**src/rtl/scanner_pkg.sv**
```systemverilog
// Shared state encodings for the scanner channel array.
package scanner_pkg;
  localparam int ST_W = 3;

  typedef enum logic [ST_W-1:0] {
    LOW_POWER = 3'b000,
    STANDBY   = 3'b001,
    SCANNING  = 3'b010,
    IDLE      = 3'b011,
    XFERRING  = 3'b100,
    FLUSHING  = 3'b101
  } scan_st_e;
endpackage

```
**src/rtl/scanner_channel.sv**
```systemverilog
// One scanner channel: lifecycle FSM and progress counter.
module scanner_channel
  import scanner_pkg::*;
#(
  parameter int PROG_W   = 4,
  parameter int PROG_MAX = 10,
  parameter int WAKE_AT  = 8
) (
  input  logic              clk,
  input  logic              reset,
  input  logic              i_wake,
  input  logic              i_handoff,
  input  logic              i_launch,
  input  logic              i_grant,
  input  logic              i_flush_req,
  output scan_st_e          o_state,
  output logic [PROG_W-1:0] o_prog,
  output logic              o_wake_out,
  output logic              o_done_out
);
  scan_st_e          r_state;
  logic [PROG_W-1:0] r_prog;

  always_ff @(posedge clk) begin
    if (reset) begin
      r_state <= LOW_POWER;
      r_prog  <= '0;
    end else begin
      case (r_state)
        LOW_POWER: begin
          if (i_launch) begin
            r_state <= SCANNING;
            r_prog  <= '0;
          end else if (i_wake) begin
            r_state <= STANDBY;
          end
        end
        STANDBY: begin
          if (i_handoff) begin
            r_state <= SCANNING;
            r_prog  <= '0;
          end
        end
        SCANNING: begin
          if (r_prog == PROG_W'(PROG_MAX)) r_state <= IDLE;
          else                             r_prog  <= r_prog + PROG_W'(1);
        end
        IDLE: begin
          if (i_grant)          r_state <= XFERRING;
          else if (i_flush_req) r_state <= FLUSHING;
        end
        XFERRING: begin
          if (r_prog == '0) r_state <= LOW_POWER;
          else              r_prog  <= r_prog - PROG_W'(1);
        end
        FLUSHING: begin
          // Step by two but land exactly on zero for odd counts.
          if (r_prog == '0)                r_state <= LOW_POWER;
          else if (r_prog < PROG_W'(2))    r_prog  <= '0;
          else                             r_prog  <= r_prog - PROG_W'(2);
        end
        default: begin
          r_state <= LOW_POWER;
          r_prog  <= '0;
        end
      endcase
    end
  end

  assign o_state    = r_state;
  assign o_prog     = r_prog;
  assign o_wake_out = (r_state == SCANNING) && (r_prog == PROG_W'(WAKE_AT));
  assign o_done_out = (r_state == SCANNING) && (r_prog == PROG_W'(PROG_MAX));
endmodule

```
**src/rtl/scanner_array_ctrl.sv**
```systemverilog
// Ring of scanner channels: launch select, scan handoff, overrun detect and
// round-robin arbitration of the shared transfer bus.
module scanner_array_ctrl
  import scanner_pkg::*;
#(
  parameter int NUM_SCAN = 2,
  parameter int PROG_W   = 4,
  parameter int PROG_MAX = 10,
  parameter int WAKE_AT  = 8
) (
  input  logic                       clk,
  input  logic                       reset,
  input  logic                       i_start,
  input  logic [NUM_SCAN-1:0]        i_xfer_req,
  input  logic [NUM_SCAN-1:0]        i_flush_req,
  output logic [ST_W*NUM_SCAN-1:0]   o_state,
  output logic [PROG_W*NUM_SCAN-1:0] o_prog,
  output logic [NUM_SCAN-1:0]        o_xfer_grant,
  output logic                       o_active,
  output logic                       o_overrun
);
  localparam int PTR_W = $clog2(NUM_SCAN);

  scan_st_e            w_st [NUM_SCAN];
  logic [NUM_SCAN-1:0] w_wake, w_done, w_launch, w_grant, w_cand, w_ovr_ch;
  logic [NUM_SCAN-1:0] w_is_scan, w_is_stby, w_is_lp, w_is_xfer;
  logic [PTR_W-1:0]    r_ptr, w_ptr_nxt, w_idx;
  logic                r_overrun;

  for (genvar g = 0; g < NUM_SCAN; g++) begin : g_ch
    localparam int PRED = (g + NUM_SCAN - 1) % NUM_SCAN;
    localparam int SUCC = (g + 1) % NUM_SCAN;

    scanner_channel #(
      .PROG_W  (PROG_W),
      .PROG_MAX(PROG_MAX),
      .WAKE_AT (WAKE_AT)
    ) u_ch (
      .clk        (clk),
      .reset      (reset),
      .i_wake     (w_wake[PRED]),
      .i_handoff  (w_done[PRED]),
      .i_launch   (w_launch[g]),
      .i_grant    (w_grant[g]),
      .i_flush_req(i_flush_req[g] & ~i_xfer_req[g]),
      .o_state    (w_st[g]),
      .o_prog     (o_prog[PROG_W*g +: PROG_W]),
      .o_wake_out (w_wake[g]),
      .o_done_out (w_done[g])
    );

    assign o_state[ST_W*g +: ST_W] = w_st[g];
    assign w_is_scan[g] = (w_st[g] == SCANNING);
    assign w_is_stby[g] = (w_st[g] == STANDBY);
    assign w_is_lp[g]   = (w_st[g] == LOW_POWER);
    assign w_is_xfer[g] = (w_st[g] == XFERRING);
    assign w_cand[g]    = (w_st[g] == IDLE) & i_xfer_req[g];
    // Handoff fails when the successor was not waiting in STANDBY.
    assign w_ovr_ch[g]  = w_done[g] & (w_st[SUCC] != STANDBY);
  end

  // Lowest-index LOW_POWER channel wins; descending overwrite keeps the lowest.
  always_comb begin
    w_launch = '0;
    if (i_start && !(|w_is_scan) && !(|w_is_stby))
      for (int i = NUM_SCAN - 1; i >= 0; i--)
        if (w_is_lp[i]) w_launch = NUM_SCAN'(1) << i;
  end

  always_comb begin
    w_grant   = '0;
    w_ptr_nxt = r_ptr;
    w_idx     = '0;
    if (!(|w_is_xfer))
      for (int k = NUM_SCAN - 1; k >= 0; k--) begin
        w_idx = PTR_W'((int'(r_ptr) + k) % NUM_SCAN);
        if (w_cand[w_idx]) begin
          w_grant        = '0;
          w_grant[w_idx] = 1'b1;
          w_ptr_nxt      = PTR_W'((int'(w_idx) + 1) % NUM_SCAN);
        end
      end
  end

  always_ff @(posedge clk) begin
    if (reset) begin
      r_ptr     <= '0;
      r_overrun <= 1'b0;
    end else begin
      r_overrun <= |w_ovr_ch;
      if (|w_grant) r_ptr <= w_ptr_nxt;
    end
  end

  assign o_xfer_grant = w_is_xfer;
  assign o_active     = |w_is_scan;
  assign o_overrun    = r_overrun;
endmodule

```
**config.mk**
```make
export PLATFORM = sky130hd
export DESIGN_NAME = scanner_array_ctrl
export DESIGN_NICKNAME = d
export VERILOG_FILES = /design/src/rtl/scanner_pkg.sv /design/src/rtl/scanner_channel.sv /design/src/rtl/scanner_array_ctrl.sv
export SDC_FILE = /design/constraint.sdc
export NUM_CORES = 1
export LEC_CHECK = 0
export ABC_AREA = 1
export CAP_MARGIN = 20
export CORE_MARGIN = 8
export CORE_UTILIZATION = 44
export CTS_CLUSTER_SIZE = 10
export DETAILED_ROUTE_END_ITERATION = 10
export HOLD_SLACK_MARGIN = 0.1
export PLACE_DENSITY_LB_ADDON = 0.15
export SETUP_SLACK_MARGIN = 0.3
export SYNTH_ARGS = -nofsm -noshare
export SYNTH_HDL_FRONTEND = slang
export SYNTH_HIERARCHICAL = 1
export SYNTH_SLANG_ARGS = --single-unit
```
**constraint.sdc**
```tcl
create_clock -name clk -period 2 [get_ports clk]
set_input_delay 0.2 -clock clk [delete_from_list [all_inputs] [get_ports clk]]
set_output_delay 0.2 -clock clk [all_outputs]
set_load 0.01 [all_outputs]
```
==> flow_summary_export.csv, run 1 <==
group,metric,value,unit
cts,cts_hold_buffers,0,
yosys,synth-compound-area-share,0.1031,
routing,post_route_drc_violation_count,0,
floorplan,die_y,75.43,µm
timing,maxClockFrequency,556.2,MHz
pwr,power.density_cell_area,1050,mW/mm²
critical_path,crit_path_start_kind,"register",
routing,wl,4407,µm
final_layout,most_common_cell_after_layout_fill_and_taps_aside,"nand2_1",
final_layout,areaGrowthSynthToFinish,44.69,%
critical_path,required,2.23,ns
grt,grt_start_max_net_pins,14,
routing,drt.antenna.violating_nets,0,
pwr,combinationalPowerShare,0.688,
pwr,power_report.internal_total,1.213,mW
routing,route.detailed.vias_per_inst,5.033,
placed_design,hpwl,3087,µm
yosys,synth_top_family_by_area,"simple AND/OR/NAND/NOR gates",
yosys,synth_warnings,6,
timing,finalMaxSlewViolations,0,
critical_path,worstPathArrival,2.03,ns
floorplan,effective_utilization_at_floorplan,0.4621,
pwr,seqPwrFrac,0.214,
yosys,synth-adder-area-share,0.04831,
cts,tritoncts.num_buffers,3,
placed_design,port_buffers,24,
final_layout,final_util,0.6685,
timing,setup_violations,0,
critical_path,ff2ff_path_depth,11,
routing,firstDrtPassIters,4,
placed_design,pre_cts_slack,0.06757,ns
critical_path,crit_path_max_fanout,7,
critical_path,setup.worst_path.end_class,"register",
cts,cts-htree-levels,1,
grt,grtUsageTotal,0.1670,
final_layout,antenna-diode-count,0,
yosys,syn_avg_cell_area,5.909,µm²
grt,overflow,0,
final_layout,filler_cell_count,325,
grt,grt_pass1_vias,1747,
cts,clock_insertion_delay_worst_skew,0.30,ns
timing,finalHoldWorstSlack,0.5364,ns
pwr,power_leakage,1.059,nW
yosys,synthesis.area,0.001554,mm²
routing,wire_per_inst,12.11,µm
floorplan,die_width,75.43,µm
timing,clock-skew-final,0.006300,ns
critical_path,critPathKind,"register to register",
pwr,pwr-share-clk,0.098,
routing,detailroute.via_count,1832,
cts,root_buffer_cell,"clkbuf_4",
yosys,seq_area_frac_synth,0.2061,
timing,timing_worst_slew_pin_value,0.3277,ns
routing,drt_iter0_markers,70,
job,timing.max_cap.violations,0,
timing,max_slew_margin,0.7813,
pwr,switchingPower,1.148,mW
yosys,yosys.cell_types.count,31,
timing,setup_repair_after_global_routing_missed_its_margin,"yes",
placed_design,place_congestion,0.9130,
yosys,postSynthRegisterBits,16,
yosys,synth_xor_area_frac,0.01127,
grt,initial_antenna_violation_count,0,
hold_path,timing.hold.worst_path_depth,2,
pwr,vdd_drop_max,554.7,µV
cts,maximum_clock_insertion_buffer_count,2,
final_layout,drive_gt1_frac,0.3176,
floorplan,design.core.area,0.003363,mm²
timing,timing.final.crit_share,0.8990,
yosys,synthSimpleGateAreaFrac,0.4944,
final_layout,layout_common_cells,"74 x nand2_1, 32 x inv_1, 30 x buf_4, 20 x clkdlybuf4s50_1, 16 x a21oi_1",
final_layout,num-nets-final,332,
floorplan,ios,25,
timing,fin_tns_setup,0,ns
timing,hold_viol_final,0,
cts,cts_tree,"built",
yosys,syn-instance-count,263,
timing,timing.final.ws_setup,0.2021,ns
grt,grt_first_pass_wirelength,7514,µm
hold_path,hold_path.class,"register to register",
status,status,"finished clean",
yosys,synth.net_count,276,
cts,number_of_clock_sinks_seen_by_cts,16,
cts,post_cts_clock_slew_at_the_launch_and_capture_registers_of_the_worst_setup_and_hold_paths,0.11,ns
timing,finalCriticalPeriod,1.798,ns
floorplan,placement_rows,21,
floorplan,dieArea,0.005690,mm²
yosys,multiplexer_share_of_the_synthesized_area,0,
pwr,fraction_of_power_spent_switching_nets,0.4863,
==> layer usage <==
metal  up-vias  track usage  part of all wire
met1       837       0.1998              0.44
met3         7      0.02632             0.042
met2        36       0.2953              0.50
li1        952            -                 -
met4         0      0.05330             0.013
met5         -            0                 0
==> layout make-up <==
type,instances,area [µm²],area share
well taps,46,57.56,0.02560
repair buffers,55,469.2,0.2087
multi-input cells,195,1147,0.5103
flip-flops and latches,16,347.8,0.1547
inverters,48,190.2,0.08459
clock buffers,4,36.28,0.01614
==> critical path, stage by stage (launching register included) <==
cell and delay (ns):
dfxtp_4 0.43, nand2_4 0.07, o21ai_2 0.13, inv_1 0.06, nand3_2 0.10, nor2_4 0.04, nor3_2 0.16, nand2_1 0.12
or2_0 0.21, nand4_1 0.19, o21ai_1 0.09, a21oi_1 0.13
==> sequential cells by signal, indices dropped and copies added, names as in the netlist <==
register,count
g_ch.u_ch/o_prog,8
g_ch.u_ch/o_state,6
o_overrun,1
r_ptr,1
==> worst paths after layout <==
check,from,end,slack (ns)
worst max-delay path,g_ch[1].u_ch/o_state[1]$_SDFFE_PP0P_,g_ch[1].u_ch/o_state[2]$_SDFFE_PP0P_,0.20
worst min register to register,g_ch[0].u_ch/o_prog[1]$_SDFFE_PP0P_,g_ch[0].u_ch/o_prog[1]$_SDFFE_PP0P_,0.54
worst max register to register,g_ch[1].u_ch/o_state[1]$_SDFFE_PP0P_,g_ch[1].u_ch/o_state[2]$_SDFFE_PP0P_,0.20
worst min-delay path,g_ch[0].u_ch/o_prog[1]$_SDFFE_PP0P_,g_ch[0].u_ch/o_prog[1]$_SDFFE_PP0P_,0.54
==> through the flow <==
stage | area (µm²) | total power [mW] | std cells
6_report | 2248 | 2.361 | 364
4_1_cts | 2121 | 2.231 | 356
2_1_floorplan | 1572 | 1.393 | 263
3_3_place_gp | 1897 | 1.745 | 337
3_5_place_dp | 1897 | 1.755 | 337
5_1_grt | 2248 | 2.575 | 364
==> synthesized netlist by cell type, drive strengths merged <==
| cell | number | area, µm² |
|---|---|---|
| a21oi | 18 | 93.84 |
| nand3b | 3 | 22.52 |
| clkinv | 1 | 3.750 |
| nand4 | 9 | 56.30 |
| inv | 47 | 176.4 |
| nor4 | 1 | 6.260 |
| xnor2 | 1 | 8.760 |
| nand3 | 21 | 120.1 |
| ha | 6 | 75.07 |
| clkbuf | 1 | 5.000 |
| buf | 3 | 27.52 |
| xor2 | 1 | 8.760 |
| nor2 | 26 | 140.1 |
| nor3 | 11 | 75.07 |
| or2 | 6 | 42.54 |
| o211ai | 1 | 7.510 |
| o21ai | 11 | 58.80 |
| dfxtp | 16 | 320.3 |
| nand2 | 80 | 305.3 |
==> repair_timing <==
item | in CTS | in global routing
gates resized for setup | 25 | 19
setup endpoints to repair | 17 | 15
pin swaps | 10 | 14
buffers inserted | 15 | 8
==> kinds of logic after synthesis <==
logic type                 Yosys count
AOI/OAI and AO/OA                   30
buffers and inverters               52
and+or+nand+nor                    157
DFF                                 16
xor gates and xnor gates             2
adders and majority gates            6
==> power groups by stage <==
stage | Combinational, mW | Sequential [mW] | Clock [mW]
finish | 1.62 | 0.504 | 0.232
global route | 1.80 | 0.517 | 0.254
CTS | 1.50 | 0.487 | 0.240
detailed placement | 1.23 | 0.526 | 0
global placement | 1.22 | 0.528 | 0
floorplan | 0.868 | 0.525 | 0
Note: power is estimated with default switching activity, not from simulation.
==> run 2, diff against run 1 <==
--- a/config.mk
+++ b/config.mk
@@ -9,6 +9,7 @@
 export CAP_MARGIN = 20
 export CORE_MARGIN = 8
 export CORE_UTILIZATION = 44
+export CTS_CLUSTER_DIAMETER = 150
 export CTS_CLUSTER_SIZE = 10
 export DETAILED_ROUTE_END_ITERATION = 10
 export HOLD_SLACK_MARGIN = 0.1
@@ -16,5 +17,4 @@
 export SETUP_SLACK_MARGIN = 0.3
 export SYNTH_ARGS = -nofsm -noshare
 export SYNTH_HDL_FRONTEND = slang
-export SYNTH_HIERARCHICAL = 1
 export SYNTH_SLANG_ARGS = --single-unit
==> flow_summary_export.csv, run 2 <==
group,metric,value,unit
yosys,post_synth_edffs,0,
yosys,syn-instance-count,247,
critical_path,origin_of_the_critical_flop_to_flop_path,"g_ch[1].u_ch.o_state[0]$_SDFFE_PP0P_",
hold_path,holdPathEnd,"g_ch[0].u_ch.o_prog[3]$_SDFFE_PP0P_",
final_layout,number_of_flip_flops_in_the_largest_register,8,
timing,max_slew_margin,0.7269,
yosys,synthesis.area,0.001414,mm²
yosys,area_share_of_the_largest_cell_type_after_synthesis,0.2265,
final_layout,num-nets-final,296,
critical_path,worstPathArrival,1.87,ns
placed_design,placed_area,0.001728,mm²
cts,clock_insertion_delay_worst_skew,0.29,ns
yosys,syn_avg_cell_area,5.724,µm²
final_layout,areaGrowthSynthToFinish,29.29,%
cts,number_of_clock_sinks_seen_by_cts,16,
final_layout,layout_common_cells,"77 x nand2_1, 42 x nor2_1, 29 x inv_1, 22 x nand3_1, 21 x clkdlybuf4s50_1",
floorplan,design.core.area,0.003053,mm²
cts,root_buffer_cell,"clkbuf_4",
yosys,netlist.top_cell.by_area,"dfxtp_1",
critical_path,setup.worst_path.end_class,"register",
hold_path,hold_path.class,"register to register",
cts,tritoncts.num_buffers,3,
yosys,synth-async-reset-ratio,0,
timing,timing.final.crit_share,0.8180,
placed_design,port_buffers,24,
cts,post_cts_clock_slew_at_the_launch_and_capture_registers_of_the_worst_setup_and_hold_paths,0.11,ns
grt,grt_start_max_net_pins,11,
floorplan,die_width,72.69,µm
job,timing.max_cap.violations,0,
grt,grt_first_pass_wirelength,6258,µm
cts,maximum_clock_insertion_buffer_count,2,
timing,timing_worst_slew_pin_value,0.4082,ns
timing,finalCriticalPeriod,1.636,ns
yosys,post_synth_main_area_contributors,"dfxtp_1 23%, nand2_1 21%, nor2_1 11%, inv_1 8.8%, nand3_1 7.8%",
placed_design,place_congestion,0.9070,
cts,cts_tree,"built",
timing,clock-skew-final,0.009533,ns
routing,drt_iter0_markers,116,
routing,route.detailed.vias_per_inst,4.858,
placed_design,pre_cts_slack,0.2699,ns
routing,wire_per_inst,11.43,µm
hold_path,timing.hold.worst_path_depth,2,
cts,cts_hold_buffers,0,
final_layout,number_of_non_filler_instances_in_the_completed_layout,323,
critical_path,required,2.24,ns
yosys,synth_warnings,0,
timing,fin_tns_setup,0,ns
critical_path,crit_path_max_fanout,6,
yosys,seq_area_frac_synth,0.2265,
pwr,total_power,2.009,mW
routing,detailroute.via_count,1569,
critical_path,r2r_slack,0.36,ns
grt,grt_pass1_vias,1445,
routing,post_route_drc_violation_count,0,
pwr,vdd_drop_max,534.9,µV
floorplan,die_y,72.69,µm
floorplan,ios,25,
grt,initial_antenna_violation_count,0,
yosys,netlist_top_cells_count,"79 x nand2_1, 43 x nor2_1, 33 x inv_1",
timing,timing.final.ws_setup,0.3639,ns
routing,firstDrtPassIters,4,
critical_path,critPathKind,"register to register",
final_layout,drive_gt1_frac,0.1398,
yosys,synth.net_count,262,
critical_path,worstSetupStartpoint,"g_ch[1].u_ch.o_state[0]$_SDFFE_PP0P_",
timing,setup_repair_after_global_routing_missed_its_margin,"yes",
yosys,synth.most_common_cell,"nand2_1",
status,status,"finished clean",
final_layout,antenna-diode-count,0,
routing,wl,3691,µm
floorplan,effective_utilization_at_floorplan,0.4631,
critical_path,crit-reg2reg-capture,"g_ch[1].u_ch.o_prog[3]$_SDFFE_PP0P_",
timing,finalMaxSlewViolations,0,
floorplan,placement_rows,20,
grt,grtUsageTotal,0.1461,
hold_path,worst_hold_startpoint,"g_ch[0].u_ch.o_prog[3]$_SDFFE_PP0P_",
routing,drt.antenna.violating_nets,0,
yosys,yosys_most_used_dff,"dfxtp_1",
timing,setup_violations,0,
critical_path,crit_path_start_kind,"register",
yosys,yosys.cell_types.count,23,
floorplan,dieArea,0.005283,mm²
placed_design,post-place-cells,317,
final_layout,most_common_cell_after_layout_fill_and_taps_aside,"nand2_1",
grt,overflow,0,
critical_path,ff2ff_path_depth,11,
pwr,power_leakage,0.9439,nW
placed_design,hpwl,2883,µm
final_layout,postLayoutCellArea,0.001828,mm²
timing,maxClockFrequency,611.2,MHz
yosys,postSynthRegisterBits,16,
pwr,power.density_cell_area,1099,mW/mm²
cts,cts-htree-levels,1,
timing,hold_viol_final,0,
==> run 2: cell count changes in the layout (fill, tap and decap cells not counted), moves of 4 or more <==
cell     previous run  this run
a21oi_1            16         9
inv_2              12         5
nor2_1             14        42
o21ai_1             7         1
nand4_1             9         5
nor3_2              6         0
nand3_1            13        22
buf_4              30         5
nand3_2             7         2
nor2_4              7         2
dfxtp_2             1         5
==> run 2: how the worst max path moves through the flow <==
stage	to	slack, ns	cells after the start
3_5_place_dp	g_ch[1].u_ch.o_prog[3]$_SDFFE_PP0P_	0.27	12
6_report	g_ch[1].u_ch.o_prog[3]$_SDFFE_PP0P_	0.36	11
5_1_grt	g_ch[1].u_ch.o_prog[3]$_SDFFE_PP0P_	0.19	11
4_1_cts	o_xfer_grant[1]	0.19	4
3_3_place_gp	g_ch[1].u_ch.o_prog[3]$_SDFFE_PP0P_	0.31	11
2_1_floorplan	g_ch[1].u_ch.o_prog[3]$_SDFFE_PP0P_	0.30	12
==> run 2: layout make-up <==
type                       instances  area, µm²
multi-input combinational        194      989.7
tap                               44      55.05
fill                             332       1225
clock buffer                       3      22.52
timing repair buffer              29      277.8
sequential                        16      341.6
inverter                          37      141.4
==> run 2: report_power, final <==
group          internal (mW)  switching, mW  total, mW
combinational          0.517          0.785       1.30
sequential             0.404          0.120      0.524
clock                 0.0700          0.113      0.183
==> run 2: repair_timing <==
item,CTS,global route
endpoints found under the hold margin,0,0
setup buffers,0,3
gates resized for setup,8,17
endpoints found under the setup margin,5,15
==> run 2: kinds of logic (layout without fill, tap and decap cells) <==
family / Yosys count / after routing / synth area share
flip-flops: 16 / 16 / 0.2266
AO/OA/AOI/OAI: 21 / 21 / 0.07965
XOR/XNOR: 4 / 4 / 0.02478
adder cells (fa/ha/maj): 8 / 8 / 0.08142
AND/OR/NAND/NOR: 161 / 161 / 0.4894
buffers and inverters: 37 / 69 / 0.09823
==> run 2: critical path, stage by stage (launching register included) <==
cell	delay, ns
dfxtp_2	0.36
inv_2	0.13
nand3_4	0.12
inv_4	0.10
ha_1	0.25
nand2_1	0.08
nand2_1	0.06
o21ai_0	0.17
nand3_1	0.09
nand2_1	0.06
nand2_1	0.05
a21oi_1	0.11
==> run 2: metal layers <==
layer | vias to the layer above | track usage | share of wire
met5 | - | 0 | 0
met3 | 6 | 0.03159 | 0.061
met2 | 37 | 0.2237 | 0.42
li1 | 846 | - | -
met1 | 680 | 0.1954 | 0.51
met4 | 0 | 0.04889 | 0.014
==> run 2: metrics by stage <==
step                      utilization  hold slack (ns)
after floorplan                     -           0.2691
after global placement         0.5660           0.4907
after detailed placement       0.5660           0.5071
after CTS                      0.5762           0.5246
after global routing           0.5988           0.5473
final                          0.5988           0.5257
==> run 3, diff against run 2 <==
==> constraint.sdc (replaced) <==
create_clock -name clk -period 1.39 [get_ports clk]
set_input_delay 0.139 -clock clk [delete_from_list [all_inputs] [get_ports clk]]
set_output_delay 0.139 -clock clk [all_outputs]
set_load 0.01 [all_outputs]
==> flow_summary_export.csv, run 3 (synthesis results as in run 2) <==
group,metric,value,unit
floorplan,ios,25,
pwr,total_power,4.727,mW
timing,fin_tns_setup,-3.153,ns
final_layout,antenna-diode-count,0,
critical_path,crit-reg2reg-capture,"g_ch[0].u_ch.o_prog[3]$_SDFFE_PP0P_",
status,status,"finished, violations left",
placed_design,placed_area,0.002123,mm²
critical_path,critPathKind,"register to register",
timing,timing.final.ws_setup,-0.3451,ns
pwr,combinationalPowerShare,0.759,
routing,drt.antenna.violating_nets,0,
critical_path,required,1.63,ns
final_layout,number_of_flip_flops_in_the_largest_register,8,
timing,timing.final.crit_share,1.248,
final_layout,number_of_non_filler_instances_in_the_completed_layout,377,
critical_path,crit_path_start_kind,"register",
pwr,power_leakage,1.331,nW
hold_path,hold_path.class,"register to register",
grt,overflow,0,
critical_path,worst_path_max_delay_cell,"dfxtp_4",
cts,cts_tree,"built",
critical_path,crit_path_max_fanout,5,
routing,drt_iter0_markers,305,
placed_design,pre_cts_slack,-0.1493,ns
final_layout,filler_cell_count,150,
final_layout,postLayoutCellArea,0.002680,mm²
final_layout,areaGrowthSynthToFinish,89.56,%
final_layout,most_common_cell_after_layout_fill_and_taps_aside,"nand2_1",
placed_design,hpwl,3119,µm
critical_path,worstPathArrival,1.98,ns
cts,cts-htree-levels,1,
timing,finalMaxSlewViolations,0,
cts,number_of_clock_sinks_seen_by_cts,16,
grt,grt_first_pass_wirelength,8079,µm
floorplan,design.core.area,0.003053,mm²
timing,timing_worst_slew_pin_value,0.2663,ns
routing,wire_per_inst,17.75,µm
placed_design,port_buffers,24,
critical_path,critPathCapture,"g_ch[0].u_ch.o_prog[3]$_SDFFE_PP0P_",
floorplan,dieArea,0.005283,mm²
critical_path,crit_cells,13,
floorplan,die_y,72.69,µm
critical_path,path_cells,"nor2_4 > nand2_4 > inv_6 > ha_4 > nand2_2 > nand2_2 > a21oi_2 > nand3_1 > nand2_1 > nand2_1 > nand2_1 > nand2_2 > a21oi_2",
grt,grtUsageTotal,0.1890,
critical_path,worst_path_largest_cell_delay,0.38,ns
critical_path,r2r_slack,-0.35,ns
pwr,power_report.internal_total,2.344,mW
final_layout,num-nets-final,349,
routing,firstDrtPassIters,5,
floorplan,placement_rows,20,
pwr,fraction_of_power_spent_switching_nets,0.5041,
final_layout,drive_gt1_frac,0.5075,
floorplan,effective_utilization_at_floorplan,0.4631,
critical_path,ff2ff_path_depth,13,
placed_design,post-place-cells,352,
cts,maximum_clock_insertion_buffer_count,2,
critical_path,cp.buffers_inverters,1,
pwr,vdd_drop_max,1209,µV
grt,grt_start_max_net_pins,11,
job,timing.max_cap.violations,0,
routing,wl,6690,µm
routing,detailroute.via_count,2155,
timing,max_slew_margin,0.8218,
timing,setup_repair_after_global_routing_missed_its_margin,"yes",
timing,maxClockFrequency,576.3,MHz
floorplan,die_width,72.69,µm
pwr,switchingPower,2.383,mW
timing,clock-skew-final,0.006909,ns
timing,finalHoldWorstSlack,0.5549,ns
final_layout,layout_common_cells,"60 x nand2_1, 38 x buf_4, 32 x buf_6, 28 x nor2_1, 23 x inv_1",
pwr,power.density_cell_area,1764,mW/mm²
critical_path,origin_of_the_critical_flop_to_flop_path,"g_ch[0].u_ch.o_state[1]$_SDFFE_PP0P_",
status,failing_checks,"negative setup slack",
cts,root_buffer_cell,"clkbuf_4",
cts,tritoncts.num_buffers,3,
cts,clock_insertion_delay_worst_skew,0.32,ns
pwr,pwr-share-clk,0.077,
timing,hold_viol_final,0,
cts,post_cts_clock_slew_at_the_launch_and_capture_registers_of_the_worst_setup_and_hold_paths,0.13,ns
timing,setup_violations,17,
pwr,seqPwrFrac,0.165,
timing,finalCriticalPeriod,1.735,ns
critical_path,setup.worst_path.end_class,"register",
final_layout,final_util,0.8779,
routing,post_route_drc_violation_count,0,
grt,grt_pass1_vias,1844,
placed_design,place_congestion,0.8936,
critical_path,worstSetupStartpoint,"g_ch[0].u_ch.o_state[1]$_SDFFE_PP0P_",
routing,route.detailed.vias_per_inst,5.716,
critical_path,family_with_the_most_delay_on_the_worst_path,"simple AND/OR/NAND/NOR gates",
grt,initial_antenna_violation_count,0,
## run 3: power groups by stage
stage                     Sequential (mW)  Clock (mW)  Combinational (mW)
final                               0.778       0.363                3.59
after global routing                0.794       0.372                3.79
after CTS                           0.760       0.340                2.74
after detailed placement            0.776           0                2.26
after global placement              0.770           0                2.23
after floorplan                     0.823           0                1.34
## run 3: layer usage
metal	vias to the layer above	track usage	wire length, µm
met4	0	0.09333	260
li1	959	-	-
met3	35	0.03571	631
met1	999	0.2199	2595
met2	162	0.3211	3203
met5	-	0	0
## run 3: area by class of cell
class,instances,area [µm²],area share
multi-input cells,194,1305,0.4869
repair buffers,82,747.0,0.2787
flip-flops and latches,16,372.9,0.1391
inverters,37,163.9,0.06116
well taps,44,55.05,0.02054
clock buffers,4,36.28,0.01354
## run 3: repair_timing
item / in CTS / in global routing
setup endpoints to repair: 34 / 32
gates resized for setup: 115 / 59
buffers inserted: 13 / 8
endpoints found under the hold margin: 0 / 0
pin swaps: 25 / 23
hold buffers: 0 / 0
## run 3: worst register-to-register path, stage by stage (launching register included)
cell and delay, ns:
dfxtp_4 0.38, nor2_4 0.13, nand2_4 0.08, inv_6 0.08
ha_4 0.20, nand2_2 0.06, nand2_2 0.05, a21oi_2 0.17
nand3_1 0.11, nand2_1 0.08, nand2_1 0.05, nand2_1 0.08
nand2_2 0.06, a21oi_2 0.14
## run 3: how the worst min path moves through the flow
stage	to	depth (start not counted)	startpoint
6_report	g_ch[1].u_ch.o_prog[3]$_SDFFE_PP0P_	2	g_ch[1].u_ch.o_prog[3]$_SDFFE_PP0P_
2_1_floorplan	g_ch[0].u_ch.o_prog[3]$_SDFFE_PP0P_	1	reset
3_5_place_dp	r_ptr$_SDFFE_PP0P_	2	r_ptr$_SDFFE_PP0P_
3_3_place_gp	r_ptr$_SDFFE_PP0P_	2	r_ptr$_SDFFE_PP0P_
5_1_grt	g_ch[1].u_ch.o_prog[3]$_SDFFE_PP0P_	2	g_ch[1].u_ch.o_prog[3]$_SDFFE_PP0P_
4_1_cts	r_ptr$_SDFFE_PP0P_	2	r_ptr$_SDFFE_PP0P_
